### src/rtl/apb_pkg.sv
// Shared types and width helpers for the APB command arbiter slice.
package apb_pkg;

    typedef enum logic {
        IDLE  = 1'b0,
        GRANT = 1'b1
    } state_t;

    // Index width for n requesters, never below one bit.
    function automatic int calc_iw(input int n);
        return (n <= 1) ? 1 : $clog2(n);
    endfunction

    // Command width: {pwrite, pstrb, pwdata, paddr}.
    function automatic int calc_cw(input int dw, input int aw);
        return 1 + (dw / 8) + dw + aw;
    endfunction

    // Response width: {pslverr, prdata}.
    function automatic int calc_rw(input int dw);
        return 1 + dw;
    endfunction

endpackage

### src/rtl/rr_picker.sv
// Combinational round-robin search: first set request at or above the
// pointer, wrapping to the lowest requesters afterwards.
module rr_picker #(
    parameter int N  = 4,
    parameter int IW = 2
) (
    input  logic [N-1:0]  i_req,
    input  logic [IW-1:0] i_ptr,
    output logic          o_valid,
    output logic [IW-1:0] o_idx
);

    // Two passes instead of a modulo index: upper segment first, then wrap.
    always_comb begin
        o_valid = 1'b0;
        o_idx   = '0;
        for (int unsigned j = 0; j < N; j++) begin
            if (!o_valid && i_req[j] && (IW'(j) >= i_ptr)) begin
                o_valid = 1'b1;
                o_idx   = IW'(j);
            end
        end
        for (int unsigned j = 0; j < N; j++) begin
            if (!o_valid && i_req[j] && (IW'(j) < i_ptr)) begin
                o_valid = 1'b1;
                o_idx   = IW'(j);
            end
        end
    end

endmodule

### src/rtl/apb_cmd_arbiter.sv
// Round-robin arbiter feeding NREQ command requesters into one APB master.
// One arbitration cycle (IDLE) precedes every granted command (GRANT).
module apb_cmd_arbiter
    import apb_pkg::*;
#(
    parameter  int NREQ = 4,
    parameter  int DW   = 32,
    parameter  int AW   = 8,
    localparam int SW   = DW / 8,
    localparam int CW   = 1 + SW + DW + AW,
    localparam int RW   = calc_rw(DW),
    localparam int IW   = calc_iw(NREQ)
) (
    input  logic                 pclk,
    input  logic                 presetn,
    input  logic [NREQ*CW-1:0]   i_cmd,
    input  logic [NREQ-1:0]      i_valid,
    output logic [NREQ-1:0]      o_ready,
    output logic [RW-1:0]        o_resp,
    output logic [CW-1:0]        o_cmd,
    output logic                 o_valid,
    input  logic [RW-1:0]        i_resp,
    input  logic                 i_ready,
    output logic [NREQ-1:0]      o_gnt,
    output logic                 o_busy
);

    state_t            r_state;
    logic [IW-1:0]     r_gnt_ff;
    logic [IW-1:0]     r_rr_ptr;

    logic              w_pick_valid;
    logic [IW-1:0]     w_pick_idx;
    logic [CW-1:0]     w_cmd_sel;
    logic              w_vld_sel;
    logic [NREQ-1:0]   w_onehot;
    logic [IW-1:0]     w_ptr_next;

    rr_picker #(
        .N  (NREQ),
        .IW (IW)
    ) u_rr_picker (
        .i_req   (i_valid),
        .i_ptr   (r_rr_ptr),
        .o_valid (w_pick_valid),
        .o_idx   (w_pick_idx)
    );

    // Decode the held grant index into command slice, valid bit and one-hot.
    always_comb begin
        w_cmd_sel = '0;
        w_vld_sel = 1'b0;
        w_onehot  = '0;
        for (int unsigned k = 0; k < NREQ; k++) begin
            if (IW'(k) == r_gnt_ff) begin
                w_cmd_sel   = i_cmd[k*CW +: CW];
                w_vld_sel   = i_valid[k];
                w_onehot[k] = 1'b1;
            end
        end
    end

    // Pointer moves one past the requester just served, wrapping at NREQ.
    always_comb begin
        w_ptr_next = (r_gnt_ff == IW'(NREQ - 1)) ? '0 : r_gnt_ff + 1'b1;
    end

    // Arbitration state machine; grant held until handshake or valid drop.
    always_ff @(posedge pclk or negedge presetn) begin
        if (!presetn) begin
            r_state  <= IDLE;
            r_gnt_ff <= '0;
            r_rr_ptr <= '0;
        end else begin
            case (r_state)
                IDLE: begin
                    if (w_pick_valid) begin
                        r_gnt_ff <= w_pick_idx;
                        r_state  <= GRANT;
                    end
                end
                GRANT: begin
                    if (w_vld_sel && i_ready) begin
                        r_state  <= IDLE;
                        r_rr_ptr <= w_ptr_next;
                    end else if (!w_vld_sel) begin
                        // Requester withdrew before handshake: no credit taken.
                        r_state <= IDLE;
                    end
                end
                default: r_state <= IDLE;
            endcase
        end
    end

    // Output steering; everything except the response is quiet in IDLE.
    always_comb begin
        o_resp  = i_resp;
        o_cmd   = '0;
        o_valid = 1'b0;
        o_gnt   = '0;
        o_ready = '0;
        o_busy  = 1'b0;
        if (r_state == GRANT) begin
            o_cmd   = w_cmd_sel;
            o_valid = w_vld_sel;
            o_gnt   = w_onehot;
            o_ready = w_onehot & {NREQ{i_ready}};
            o_busy  = 1'b1;
        end
    end

endmodule

### config.mk
export PLATFORM = sky130hd
export DESIGN_NAME = apb_cmd_arbiter
export DESIGN_NICKNAME = d
export VERILOG_FILES = /design/src/rtl/apb_pkg.sv /design/src/rtl/rr_picker.sv /design/src/rtl/apb_cmd_arbiter.sv
export SDC_FILE = /design/constraint.sdc
export NUM_CORES = 1
export LEC_CHECK = 0
export ABC_AREA = 1
export CORE_AREA = 2 2 121 123
export CTS_CLUSTER_DIAMETER = 60
export CTS_CLUSTER_SIZE = 40
export DETAILED_ROUTE_END_ITERATION = 12
export DIE_AREA = 0 0 123 125
export HOLD_SLACK_MARGIN = 0.03
export MAX_ROUTING_LAYER = met4
export PLACE_DENSITY = 0.56
export SETUP_SLACK_MARGIN = 0.3
export SLEW_MARGIN = 15
export SYNTH_ARGS = -nofsm -noshare
export SYNTH_HDL_FRONTEND = slang
export SYNTH_SLANG_ARGS = --single-unit
### constraint.sdc
create_clock -name pclk -period 4.4 [get_ports pclk]
set_clock_uncertainty 0.2 [all_clocks]
set_input_delay 0.88 -clock pclk [delete_from_list [all_inputs] [get_ports pclk]]
set_output_delay 0.88 -clock pclk [all_outputs]
set_load 0.02 [all_outputs]
==> flow_summary.json, run 1 <==
{
  "dp_slack_ps": 711.1,
  "yosysWarnings": 0,
  "postSynthAreaPerCell_um2": 5.416,
  "yosys.area.top_type": "nand2_1",
  "tool.error": "[ERROR DRT-0255] Maze Route cannot find path of net i_resp[9] in worker of routeBox ( 96600 96600 ) ( 123000 125000 ).",
  "ys_ff_latch": 5,
  "clock_tree.buffer_depth": 2,
  "first_global_vias": 3496,
  "place.gp.congestion": 0.9003,
  "io_buffer_count": 241,
  "lastStage": "detailed routing",
  "cts_sinks": 5,
  "syn_area_um2": 2193,
  "yosysSeqAreaShare_pct": 5.705,
  "io-pin-count": 308,
  "grt_pass1_wl_um": 17800,
  "num_rows": 44,
  "overflow": 0,
  "die_w_um": 123,
  "synth_cell_types": 21,
  "htree_levels": 1,
  "syn_inst": 405,
  "synthDominantCellAreaShare_pct": 17.63,
  "post_cts_resized": 0,
  "initial_utilization_pct": 15.44,
  "track_usage_pct": 14.67,
  "synth_area_leaders": "nand2_1 (18%), buf_4 (13%), a22oi_1 (10%)",
  "cts_setup_buffers": 0,
  "placed_cell_area_um2": 4503,
  "numCtsBuffers": 3,
  "postCtsHoldBufs": 0,
  "synth_fp_nets": 629,
  "grt_max_degree": 49,
  "antenna_found_initial": 0,
  "root_buffer": "clkbuf_16",
  "die_h_um": 125,
  "dp_hpwl_um": 9325,
  "status": "did not finish"
}
==> stage by stage <==
stage	utilization, %	instances
3_5_place_dp	31.70	779
5_1_grt	32.26	783
2_1_floorplan	-	405
3_3_place_gp	31.70	779
4_1_cts	32.26	783
==> cells in the mapped netlist <==
library cell and number:
clkbuf_2 1, o211ai_1 21, buf_2 8, buf_4 38, buf_6 5, dfrtp_1 5
a22oi_1 30, nand3_1 3, inv_1 40, nand4_1 5, clkbuf_1 11, a21oi_1 44
nor2_1 32, nor2_4 1, o21ai_0 29, inv_2 2, ha_1 4, o21ai_1 21
nand2_1 103, nand3b_1 1, a21boi_1 1
==> cell families after synthesis <==
kind of cell | Yosys count | synth area share, %
AO/OA/AOI/OAI | 146 | 39.25
AND/OR/NAND/NOR | 145 | 26.07
buffers and inverters | 105 | 26.70
flip-flops | 5 | 5.705
adder cells (fa/ha/maj) | 4 | 2.282
==> metal layers <==
metal and track usage (%):
met1 16.95, met2 26.16, met5 -, met4 3.543
met3 2.372
==> run 2, diff against run 1 <==
Settings changed: CORE_AREA 2 2 121 123 to 2 2 118 120, CTS_CLUSTER_DIAMETER 60 to not set, CTS_CLUSTER_SIZE 40 to not set, DIE_AREA 0 0 123 125 to 0 0 120 122, HOLD_SLACK_MARGIN 0.03 to not set, MAX_ROUTING_LAYER met4 to not set, PLACE_DENSITY 0.56 to not set, PLACE_DENSITY_LB_ADDON set to 0.15, SETUP_SLACK_MARGIN 0.3 to not set.
==> run 2 against run 1 <==
Synthesized area unchanged. Synthesized cell count unchanged. The run now ends clean. Global-route usage is 0.50 points lower.
==> flow_summary.json, run 2 <==
{
  "timing.rr.start": "r_gnt_ff[0]",
  "yosysWarnings": 0,
  "layout_commonest_cell": "clkdlybuf4s50_1",
  "path_class": "flop to primary output",
  "synth_mux_area_share_pct": 0,
  "fin_tns_setup_ps": 0,
  "io_buffer_count": 241,
  "num_vias": 3390,
  "largestRegisters": "r_gnt_ff x2, r_rr_ptr x2, r_state x1",
  "swShare_pct": 53.06,
  "yosysSeqAreaShare_pct": 5.705,
  "final_cell_mix": "clkdlybuf4s50_1 (241), nand2_1 (103), a21oi_1 (44)",
  "num_rows": 43,
  "cp.arrival_ps": 2730,
  "cp_slowest_cell": "clkdlybuf4s50_1",
  "wire_per_inst_um": 14.89,
  "cts_sinks": 5,
  "numCtsBuffers": 3,
  "clockPowerShare_pct": 5.6,
  "synthTopCellsByCount": "nand2_1 (103), a21oi_1 (44), inv_1 (40), buf_4 (38), nor2_1 (32)",
  "synthAdderAreaFrac_pct": 2.282,
  "power.switching_mw": 1.432,
  "drtAntennaViolNets": 0,
  "postCtsHoldBufs": 0,
  "hp-start": "r_rr_ptr[0]",
  "drc_errors": 0,
  "htree_levels": 1,
  "min_path_type": "flop to flop",
  "grt_max_degree": 42,
  "synth_compound_area_share_pct": 39.25,
  "ys.flop_type": "dfrtp_1",
  "drive_gt1_share_pct": 2.852,
  "hold_viol": 0,
  "fin_crit_sh_pct": 86.61,
  "final_max_slew_viol_count": 0,
  "synth_area_leaders": "nand2_1 (18%), buf_4 (13%), a22oi_1 (10%)",
  "crit_path_start_kind": "flop",
  "overflow": 0,
  "synth_top_family_by_area": "compound AO/OA/AOI/OAI gates",
  "crit_top_cell": "inv_1",
  "finalPower_mw": 2.700,
  "worstMarginPinSlew_ps": 746.2,
  "hold_slack_ps": 289.3,
  "syn_inst": 405,
  "synth-xor-area-share_pct": 0,
  "drt-total-wl_um": 11550,
  "drtIter0Drc": 124,
  "stdcell_area_um2": 4567,
  "clock_tree.buffer_depth": 2,
  "cp_top_family": "buffers and inverters",
  "synth-simple-area-share_pct": 26.07,
  "yosys.area.top_type": "nand2_1",
  "critPathMaxFanout": 25,
  "die_h_um": 122,
  "grt_pass1_wl_um": 16870,
  "end_kind": "primary output",
  "seq_power_share_pct": 3.4,
  "ys_ff_latch": 5,
  "root_buffer": "clkbuf_16",
  "r2r_end": "r_rr_ptr[0]",
  "crit_chain": "inv_1, ha_2, buf_4, a22oi_1, o21ai_1, inv_1, nor2_1, clkdlybuf4s50_1",
  "irDropWorstVdd_mv": 0.3314,
  "synth-edff-count": 0,
  "fin_cells": 776,
  "via_per_inst": 4.369,
  "dp_cells": 772,
  "first_global_vias": 3359,
  "async_reset_ff_share_pct": 100.0,
  "antenna_found_initial": 0,
  "setup_ws_ps": 589.2,
  "comb_power_share_pct": 91.0,
  "critPathBufInv": 4,
  "synthDominantCellAreaShare_pct": 17.63,
  "rsz0062_at_grt": "no",
  "dp_slack_ps": 726.4,
  "setup_viol": 0,
  "yosysMostFrequentCell": "nand2_1",
  "synth_fp_nets": 629,
  "p_leak_nw": 1.898,
  "finish.utilization_pct": 33.82,
  "rr_worst_depth": 8,
  "dieArea_um2": 14640,
  "hold_path_depth": 2,
  "max_stage_delay_ps": 620,
  "initial_utilization_pct": 16.24,
  "cts_setup_buffers": 0,
  "worst_ep_required_time_ps": 3320,
  "min_to": "r_rr_ptr[0]",
  "postSynthAreaPerCell_um2": 5.416,
  "post_cts_resized": 0,
  "power_density_nw_per_um2": 591.2,
  "diodes": 0,
  "cts_tree": "yes",
  "placed_cell_area_um2": 4488,
  "dp_hpwl_um": 9131,
  "die_w_um": 120,
  "clkLatencyLatePin_ps": 230,
  "clk_pin_slew_worst_paths_ps": 30,
  "status": "completed",
  "clock.fmax_mhz": 262.4,
  "track_usage_pct": 14.18,
  "synth_cell_types": 21,
  "syn_area_um2": 2193,
  "io-pin-count": 308,
  "firstDrtPassIters": 4,
  "p_int_mw": 1.267,
  "rrSetupSlack_ps": 2350,
  "maxCapViolCount": 0,
  "fin_crit_ps": 3811,
  "place.gp.congestion": 0.8695,
  "core_area_um2": 13500,
  "maxSlewHeadroom_pct": 50.20,
  "area.growth.synth_to_final_pct": 108.2,
  "final_nets": 821
}
## run 2: power groups by stage
| stage | clock network (mW) | logic [mW] | registers, mW |
|---|---|---|---|
| 2_1_floorplan | 0 | 1.53 | 0.0921 |
| 3_3_place_gp | 0 | 2.48 | 0.0906 |
| 3_5_place_dp | 0 | 2.48 | 0.0931 |
| 4_1_cts | 0.154 | 2.49 | 0.0932 |
| 5_1_grt | 0.158 | 2.71 | 0.0963 |
| 6_report | 0.151 | 2.46 | 0.0930 |
## run 2: worst max path at each step
stage,startpoint,to,cells after the start
5_1_grt,r_gnt_ff[1],o_cmd[18],8
3_3_place_gp,i_valid[3],o_valid,5
2_1_floorplan,i_valid[3],o_valid,3
6_report,r_gnt_ff[1],o_cmd[18],8
4_1_cts,r_gnt_ff[1],o_cmd[9],9
3_5_place_dp,i_valid[3],o_valid,5
## run 2: metal layers
layer  vias to the layer above  track usage, %  share of wire, %
met4                         0           2.426               1.7
met5                         -               0                 0
met2                       132           27.10                52
li1                       1710               -                 -
met1                      1528           16.61                40
met3                        20           2.481               6.5
## run 2: cell type report
type	count	area, µm²
timing repair buffer	250	2492
sequential	5	125.1
fill	1432	8937
clock buffer	4	78.83
multi-input combinational	295	1488
tap	180	225.2
inverter	42	157.7
## run 2: logic make-up after synthesis
kind of cell | Yosys count
fa+ha+maj | 4
buf+inv | 105
flops | 5
simple gates | 145
compound gates | 146
## run 2: tightest hold or removal path, cell delays in order (launching register included)
cell and delay (ps):
dfrtp_1 350, nand2_1 60, nand2_1 50
No activity file was read; power rests on OpenSTA's default activity.
==> run 3, diff against run 2 <==
Settings changed: SKIP_CTS_REPAIR_TIMING set to 1, SLEW_MARGIN 15 to not set.
==> results of run 3 <==
The final DEF is identical to that of run 2; final timing and power are the same.
==> run 4, diff against run 3 <==
Settings changed: PLACE_DENSITY_LB_ADDON 0.15 to not set.
==> run 4 against run 3 <==
Cell area decreased by 0.27%. Critical path depth increased by 2. Highest routed layer unchanged. Hold slack improved by 17 ps. Setup slack got worse by 35 ps. Via count increased by 2.1%. Sequential share of layout area about the same. Flip-flop and latch count unchanged. Clock-buffer cell count unchanged. Total power increased by 0.82%. Sequential power about the same. Routed wire length increased by 6.9%.
==> flow_summary.json, run 4 (same netlist as run 2, synthesis figures left out) <==
{
  "status": "completed",
  "fin_crit_sh_pct": 87.40,
  "initial_utilization_pct": 16.24,
  "overflow": 0,
  "clk_pin_slew_worst_paths_ps": 30,
  "p_leak_nw": 1.894,
  "cp_slowest_cell": "clkdlybuf4s50_1",
  "p_int_mw": 1.249,
  "hold_viol": 0,
  "track_usage_pct": 15.39,
  "crit_chain": "inv_1, ha_1, inv_2, nor2_4, buf_4, a22oi_1, o21ai_1, inv_1, nor2_1, clkdlybuf4s50_1",
  "area.growth.synth_to_final_pct": 107.6,
  "fin_tns_setup_ps": 0,
  "io-pin-count": 308,
  "end_kind": "primary output",
  "wire_per_inst_um": 15.92,
  "core_area_um2": 13500,
  "antenna_found_initial": 0,
  "irDropWorstVdd_mv": 0.3045,
  "via_per_inst": 4.459,
  "worstMarginPinSlew_ps": 777.3,
  "final_cell_mix": "clkdlybuf4s50_1 (241), nand2_1 (103), a21oi_1 (44)",
  "drive_gt1_share_pct": 2.852,
  "maxCapViolCount": 0,
  "layout_commonest_cell": "clkdlybuf4s50_1",
  "drtIter0Drc": 133,
  "clock.fmax_mhz": 260.0,
  "min_path_type": "flop to flop",
  "place.gp.congestion": 0.8832,
  "finish.utilization_pct": 33.73,
  "rsz0062_at_grt": "no",
  "num_rows": 43,
  "die_h_um": 122,
  "drt-total-wl_um": 12360,
  "worst_ep_required_time_ps": 3320,
  "crit_cells": 10,
  "grt_max_degree": 48,
  "dp_hpwl_um": 9748,
  "dieArea_um2": 14640,
  "num_vias": 3460,
  "rrSetupSlack_ps": 2210,
  "clockPowerShare_pct": 5.4,
  "cp_top_family": "buffers and inverters",
  "setup_viol": 0,
  "root_buffer": "clkbuf_16",
  "max_stage_delay_ps": 640,
  "crit_path_start_kind": "flop",
  "crit_top_cell": "inv_1",
  "diodes": 0,
  "rr_worst_depth": 10,
  "cts_tree": "yes",
  "grt_pass1_wl_um": 17940,
  "critPathBufInv": 5,
  "final_nets": 821,
  "drc_errors": 0,
  "seq_power_share_pct": 3.4,
  "clock_tree.buffer_depth": 2,
  "cts_sinks": 5,
  "power.switching_mw": 1.473,
  "final_max_slew_viol_count": 0,
  "swShare_pct": 54.11,
  "first_global_vias": 3437,
  "maxSlewHeadroom_pct": 48.12,
  "htree_levels": 1,
  "die_w_um": 120,
  "cp.arrival_ps": 2770,
  "firstDrtPassIters": 5,
  "numCtsBuffers": 3,
  "io_buffer_count": 241,
  "path_class": "flop to primary output",
  "power_density_nw_per_um2": 597.6,
  "hold_path_depth": 2,
  "drtAntennaViolNets": 0,
  "fin_crit_ps": 3845,
  "critPathMaxFanout": 18,
  "clkLatencyLatePin_ps": 230,
  "comb_power_share_pct": 91.2,
  "largestRegisters": "r_gnt_ff x2, r_rr_ptr x2, r_state x1"
}
## run 4: cell count changes in the layout (fill, tap and decap cells not counted)
cell / delta
buf_12: -1
buf_4: +1
## run 4: layer usage
metal	global-route usage, %	vias up	wire length [µm]
met4	3.529	0	172
met5	0	-	0
met3	3.464	16	973
met1	16.91	1570	4854
met2	29.79	163	6355
li1	-	1711	-
## run 4: per-stage QoR
| stage | setup WS, ps | hold slack (ps) | instance area (µm²) | total power [mW] | instances |
|---|---|---|---|---|---|
| 2_1_floorplan | 1762 | 264.8 | 2193 | 1.619 | 405 |
| 3_3_place_gp | 769.3 | 281.9 | 4476 | 2.562 | 772 |
| 3_5_place_dp | 737.1 | 297.5 | 4476 | 2.592 | 772 |
| 4_1_cts | 474.9 | 306.9 | 4554 | 2.754 | 776 |
| 5_1_grt | 279.1 | 347.8 | 4554 | 2.973 | 776 |
| 6_report | 554.5 | 306.1 | 4554 | 2.722 | 776 |
## run 4: path summary, 6_finish.rpt
kind | startpoint | endpoint
worst max-delay path | r_gnt_ff[0] | o_cmd[23]
worst min-delay path | r_rr_ptr[0] | r_rr_ptr[0]
worst max register to register | r_gnt_ff[1] | r_rr_ptr[0]
worst min register to register | r_rr_ptr[0] | r_rr_ptr[0]
max in group asynchronous | presetn | r_rr_ptr[1]
min in group asynchronous | presetn | r_gnt_ff[0]
## run 4: worst register-to-register path, delay by kind of cell, from the launching register on
family	cells	cell delay, ps
AO/OA/AOI/OAI	1	120
buffers and inverters	3	680
AND/OR/NAND/NOR	5	460
adder cells (fa/ha/maj)	1	200
flip-flops	1	410
## run 4: power groups by stage
stage / combinational, mW / sequential [mW] / clock, mW
global route: 2.72 / 0.0954 / 0.157
detailed placement: 2.50 / 0.0941 / 0
global placement: 2.47 / 0.0903 / 0
floorplan: 1.53 / 0.0921 / 0
CTS: 2.51 / 0.0935 / 0.151
finish: 2.48 / 0.0928 / 0.148
## run 4: area by class of cell
cell class | count | area, µm²
Clock buffer | 4 | 78.83
Fill cell | 1458 | 8950
Inverter | 42 | 157.7
Multi-Input combinational cell | 295 | 1488
Sequential cell | 5 | 125.1
Tap cell | 180 | 225.2
Timing Repair Buffer | 250 | 2480
